`src/rtl/interval_irq_ctrl.sv`:
```
// Level interrupt controller fed by the interval timer tick.
// Counts accepted ticks and ticks lost while an interrupt is pending.
module interval_irq_ctrl #(
    parameter int CNT_W = 32,
    parameter int OVR_W = 8
) (
    input  logic             ap_clk,
    input  logic             ap_rst,
    input  logic             tick_i,
    input  logic             enable_i,
    input  logic             ack_i,
    input  logic             clr_i,
    output logic             irq_o,
    output logic [1:0]       state_o,
    output logic [CNT_W-1:0] tick_cnt_o,
    output logic [OVR_W-1:0] overrun_cnt_o,
    output logic             overrun_o
);

    typedef enum logic [1:0] {
        IDLE    = 2'b00,
        ARMED   = 2'b01,
        PENDING = 2'b10,
        BAD     = 2'b11
    } state_t;

    state_t           state_q;
    state_t           state_d;
    logic             tick_d;
    logic             tick_rise;
    logic             accept;
    logic             lost;
    logic             irq_q;
    logic [CNT_W-1:0] tick_cnt_q;
    logic [OVR_W-1:0] ovr_cnt_q;
    logic             ovr_q;

    assign tick_rise = tick_i & ~tick_d;

    always_comb begin
        state_d = state_q;
        accept  = 1'b0;
        lost    = 1'b0;
        case (state_q)
            IDLE: begin
                if (enable_i)
                    state_d = ARMED;
            end
            ARMED: begin
                if (!enable_i) begin
                    state_d = IDLE;
                end else if (tick_rise) begin
                    state_d = PENDING;
                    accept  = 1'b1;
                end
            end
            PENDING: begin
                // ack retires the old interrupt before a same-cycle tick
                if (!enable_i) begin
                    state_d = IDLE;
                end else if (tick_rise) begin
                    accept = ack_i;
                    lost   = ~ack_i;
                end else if (ack_i) begin
                    state_d = ARMED;
                end
            end
            default: state_d = IDLE;
        endcase
    end

    always_ff @(posedge ap_clk or posedge ap_rst) begin
        if (ap_rst) begin
            state_q <= IDLE;
            irq_q   <= 1'b0;
            tick_d  <= 1'b0;
        end else begin
            state_q <= state_d;
            irq_q   <= (state_d == PENDING);
            tick_d  <= tick_i;
        end
    end

    always_ff @(posedge ap_clk or posedge ap_rst) begin
        if (ap_rst) begin
            tick_cnt_q <= '0;
            ovr_cnt_q  <= '0;
            ovr_q      <= 1'b0;
        end else if (clr_i) begin
            tick_cnt_q <= '0;
            ovr_cnt_q  <= '0;
            ovr_q      <= 1'b0;
        end else begin
            if (accept)
                tick_cnt_q <= tick_cnt_q + CNT_W'(1);
            if (lost) begin
                ovr_q <= 1'b1;
                if (ovr_cnt_q != {OVR_W{1'b1}})
                    ovr_cnt_q <= ovr_cnt_q + OVR_W'(1);
            end
        end
    end

    assign irq_o         = irq_q;
    assign state_o       = state_q;
    assign tick_cnt_o    = tick_cnt_q;
    assign overrun_cnt_o = ovr_cnt_q;
    assign overrun_o     = ovr_q;

endmodule
```
`config.mk`:
```
export PLATFORM = sky130hd
export DESIGN_NAME = interval_irq_ctrl
export DESIGN_NICKNAME = d
export VERILOG_FILES = /design/src/rtl/interval_irq_ctrl.sv
export SDC_FILE = /design/constraint.sdc
export NUM_CORES = 1
export LEC_CHECK = 0
export CORE_UTILIZATION = 53
export CTS_BUF_LIST = sky130_fd_sc_hd__clkbuf_2
export DETAILED_ROUTE_END_ITERATION = 16
export PLACE_DENSITY = 0.83
export SETUP_SLACK_MARGIN = 0.3
export SLEW_MARGIN = 40
export SYNTH_ARGS = -nofsm -noshare
export SYNTH_HDL_FRONTEND = slang
export SYNTH_SLANG_ARGS = --single-unit
```
`constraint.sdc`:
```
create_clock -name ap_clk -period 2.9 [get_ports ap_clk]
set_clock_uncertainty 0.2 [all_clocks]
set_input_delay 0.725 -clock ap_clk [delete_from_list [all_inputs] [get_ports ap_clk]]
set_output_delay 0.725 -clock ap_clk [all_outputs]
set_load 0.02 [all_outputs]
```
* Word-level counts from Yosys, hierarchy flattened
Index checks and enable logic that the tools add are counted.
** Operators by class
- Add/subtract/negate cells :: 2
- Multiply operators :: 0
- Div/mod/pow operators :: 0
- Order comparisons :: 0
- Equality and inequality tests :: 4
- Shift-type cells :: 0
- Muxes and demuxes :: 22
- Bitwise logic cells :: 3
- Reduce and logical (&&, ||, !) cells :: 5
** Operators by type and width (number)
- 2-to-1 mux 32 bit :: 2
- adder 32 x 1 -> 32 bit, second input constant :: 1
- 2-to-1 mux 8 bit :: 3
- 2-to-1 mux 2 bit :: 6
- 2-to-1 mux 1 bit :: 9
- adder 8 x 1 -> 8 bit, second input constant :: 1
- inequality test 8 bit, second input constant :: 1
- case mux 2 bit (3 select lines) :: 1
- nonzero test 2 bit :: 3
- == test 2 bit, second input constant :: 2
- == test 2 x 1 -> 1 bit, second input constant :: 1
- logical NOT 2 bit :: 1
- inverter 1 bit :: 2
- case mux 1 bit (2 select lines) :: 1
- AND reduction 2 bit :: 1
- bitwise AND 1 bit :: 1
** Storage, ports and cells
- Bits in registers :: 45
- Latch bits :: 0
- RAM bits :: 0
- Bits in read-only memories :: 0
- Input port bits :: 6
- Word-level logic and storage cells :: 42
- Memories :: 0

* Longest topological paths before layout
- Depth in word-level cells :: 7
- Mapped depth :: 8

* Worst setup path after synthesis
OpenSTA, ideal clock, no wires.
- Path kind :: register to register
- From :: reg state_q[0], in the netlist state_o[0]
- To :: reg tick_cnt_q[8], in the netlist tick_cnt_o[8]
- Data arrival time :: 1878 ps
- Required time :: 2568 ps
- Setup slack :: 690 ps
- Stages on the path, launching flop included :: 9
- Cells stage by stage :: dfrtp_1 > inv_1 > ha_1 > nor2b_1 > nor4_1 > buf_2 > nand3_1 > xor2_1 > nor2_1
** Between the ends
- Longest elaborated chain between the ends :: 3
** Ends and longest elaborated chain
- start, declared :: line 27 : state_t state_q;
- start signal, assigned :: line 78 : state_q <= state_d;
- == test 2 bit / == test 2 x 1 -> 1 bit (equally long branches) :: line 44 : case (state_q)
- case mux 1 bit (2 select lines) (*) :: line 44
- nonzero test 2 bit (no line) (*)
- end signal, assigned :: line 95 : tick_cnt_q <= tick_cnt_q + CNT_W'(1);
- end, declared :: line 34 : logic [CNT_W-1:0] tick_cnt_q;
Mark *: on every way between the ends. The rest lies on a longest branch, timed or not.
A chain may end at the register's enable or synchronous reset.

* Final worst setup path
- From :: reg tick_cnt_q[19], in the netlist tick_cnt_o[19]
- To :: out tick_cnt_o[19]
** RTL lines
- end, declared :: line 15 : output logic [CNT_W-1:0] tick_cnt_o,
No word-level cell between the ends.

==> flow_summary_export.csv <==
group,metric,value,unit
routing,wl,4.87,mm
synth,synth.top_cell.area_share,0.481,
run,maxCapViolCount,0,
synth,seq_area_frac_synth,0.481,
timing,setup_viol,0,
timing,timing.hold.ws,346,ps
clock_network,cts-root-buf,"clkbuf_2",
timing,fin_crit,2510,ps
routing,drt-initial-drc-count,97,
synth,synth_nets,255,
timing,drv_slew,0,
power,powerDensity,405,mW/mm²
power,ir_worst_vdd,0.371,mV
setup_path,arrival,1580,ps
synth,yosysWarnings,0,
placement,dp_hpwl,3.45,mm
synth,yosysTopAreaCell,"dfrtp_1",
layout,fill_cells,325,
synth,synthArstFlopShare,1.00,
placement,place.gp.congestion,0.822,
layout,instances_no_fill,350,
timing,clock.fmax,399,MHz
floorplanning,ios,50,
global_routing,grt_max_degree,46,
synth,synthTopCellsByArea,"dfrtp_1 48%, xor2_1 9.0%, nor2_1 6.7%",
routing,vias_per_cell,5.52,
power,p_leak,1.25,nW
clock_network,hold_buffers,0,
synth,postSynthAreaPerCell,9.63,µm²
timing,finalHoldViolations,0,
synth,synth_cells,243,
outcome,outcome,"finished, final reports clean",
routing,wl_per_cell,13.9,µm
setup_path,cp-start-kind,"flip-flop",
routing,drt_pass1_iterations,5,
setup_path,cp.required,1980,ps
setup_path,critPathSlowestCell,"clkdlybuf4s50_1",
global_routing,grt_pass1_vias,1779,
global_routing,grtUsageTotal,0.229,
setup_path,crit_chain,"clkdlybuf4s50_1",
setup_path,r2r_setup_slack,610,ps
clock_network,cts_max_path_buffers,2,
clock_network,clkTransAtPathRegs,220,ps
clock_network,cts_sinks,45,
timing,rsz0062_at_grt,"false",
setup_path,worstPathBufferInverterCount,1,
global_routing,grt_overflow,0,
layout,diodes,0,
clock_network,cts_tree,"built",
floorplanning,core_area,0.00412,mm²
layout,drive_gt1_frac,0.0733,
floorplanning,die-area,0.00469,mm²
clock_network,numCtsBuffers,5,
setup_path,crit_family,"buffers and inverters",
synth,ys_types,37,
clock_network,clkLatencyLatePin,420,ps
setup_path,critPathLaunch,"tick_cnt_o[19]$_DFFE_PP0P_",
routing,ant_nets,0,
routing,drc,0,
setup_path,r2r_end,"tick_cnt_o[27]$_DFFE_PP0P_",
placement,io_buffer_count,49,
timing,tightest_slew,574,ps
synth,synth_edf_count,0,
timing,period_share,0.864,
setup_path,cp.depth,1,
floorplanning,die_w,68.5,µm
synth,synth_area,0.00234,mm²
setup_path,worst-r2r-cell-count,7,
layout,fin_area,0.00299,mm²
floorplanning,rows,23,
routing,vias,1931,
timing,relSlewSlack,0.608,
layout,area_growth,27.8,%
layout,final_nets,311,
synth,ys_ff_latch,45,
clock_network,htreeDepth,2,
setup_path,crit_end,"tick_cnt_o[19]",
synth,synth_most_common_cell,"dfrtp_1",
setup_path,end_kind,"primary output",
timing,tns,0,ps
worst_hold_path,worstHoldPathType,"flip-flop to flip-flop",
floorplanning,start_util,0.569,
power,design_power_total,0.00121,W
setup_path,cp_slowest_stage_delay,650,ps
global_routing,grt_pass1_wl,8.00,mm
setup_path,critPathKind,"flip-flop to primary output",
floorplanning,die_h,68.5,µm
global_routing,antenna_found_initial,0,
synth,ys_top_cells_by_count,"45 x dfrtp_1, 42 x nor2_1, 24 x xor2_1",
synth,ys.flop_type,"dfrtp_1",
setup_path,crit_path_max_fanout,6,
setup_path,r2r-start,"state_o[0]$_DFF_PP0_",
placement,place_area,0.00293,mm²
placement,dp_cells,342,
-- state kept, by name, summed over array words and instances, names as in the netlist --
signal and flops:
overrun_o 1, overrun_cnt_o 8, state_o 2, tick_d 1
irq_o 1, tick_cnt_o 32
-- cells by family (layout without fill, tap and decap cells) --
logic type,count (synthesis),in the layout,share of synthesized area
compound gates,14,14,0.0369
xor+xnor,37,37,0.138
fa+ha+maj,6,6,0.0321
buf+inv,20,77,0.0331
flops,45,45,0.481
mux,1,1,0.00428
simple gates,120,120,0.274
-- layout make-up --
| type | count | area, µm² | area share |
|---|---|---|---|
| Clock inverter | 2 | 33.8 | 0.0113 |
| Multi-Input combinational cell | 178 | 1140 | 0.382 |
| Clock buffer | 6 | 30.0 | 0.0100 |
| Tap cell | 50 | 62.6 | 0.0209 |
| Timing Repair Buffer | 57 | 551 | 0.184 |
| Inverter | 12 | 45.0 | 0.0151 |
| Sequential cell | 45 | 1130 | 0.377 |
-- layout by cell type (no fill, tap or decap), types with 2 or more instances in the layout --
| cell type | Yosys | routed |
|---|---|---|
| inv_1 | 12 | 11 |
| and4_1 | 4 | 4 |
| or4_1 | 2 | 2 |
| o21ai_0 | 3 | 3 |
| nor3_1 | 3 | 3 |
| and3_1 | 6 | 6 |
| nor2b_1 | 3 | 3 |
| nor4_1 | 6 | 5 |
| ha_1 | 6 | 6 |
| dfrtp_1 | 45 | 44 |
| xnor2_1 | 13 | 13 |
| and2_1 | 2 | 2 |
| nand3_1 | 12 | 12 |
| clkdlybuf4s50_1 | 0 | 49 |
| nand4_1 | 17 | 17 |
| nand3b_1 | 2 | 2 |
| a21oi_1 | 5 | 5 |
| xor2_1 | 24 | 24 |
| clkbuf_2 | 0 | 6 |
| nor2_1 | 42 | 42 |
| buf_4 | 0 | 8 |
| a211oi_1 | 2 | 2 |
| clkinv_1 | 0 | 2 |
| nand2_1 | 12 | 12 |
-- routing by layer --
layer	routed length, µm	global-route usage
met5	0	0
met4	89	0.0911
met3	191	0.0467
met2	2380	0.365
met1	2220	0.303
-- report_power, final --
part           internal [W]  switching [W]  total [W]  leakage [nW]
Clock              0.000147       0.000199   0.000346        0.0406
Combinational     0.0000846       0.000117   0.000201         0.588
Sequential         0.000645      0.0000213   0.000666         0.622
Total              0.000876       0.000337    0.00121          1.25
-- per-stage QoR --
stage	setup WS, ps	util
final	393	0.727
after global placement	173	0.711
after floorplan	690	-
after global routing	306	0.727
after detailed placement	109	0.711
after CTS	334	0.727
-- how the worst min path moves through the flow --
stage | cells past startpoint | start | endpoint | slack [ps]
finish | 2 | overrun_o$_DFFE_PP0P_ | overrun_o$_DFFE_PP0P_ | 350
floorplan | 2 | overrun_o$_DFFE_PP0P_ | overrun_o$_DFFE_PP0P_ | 400
global placement | 2 | overrun_o$_DFFE_PP0P_ | overrun_o$_DFFE_PP0P_ | 290
CTS | 2 | overrun_o$_DFFE_PP0P_ | overrun_o$_DFFE_PP0P_ | 350
detailed placement | 2 | overrun_o$_DFFE_PP0P_ | overrun_o$_DFFE_PP0P_ | 310
global route | 2 | overrun_o$_DFFE_PP0P_ | overrun_o$_DFFE_PP0P_ | 390
-- repair_timing --
action | CTS | global route
resized for setup | 0 | 1
buffers inserted | 0 | 0
setup endpoints to repair | 0 | 1
No activity file was read; power rests on OpenSTA's default activity.
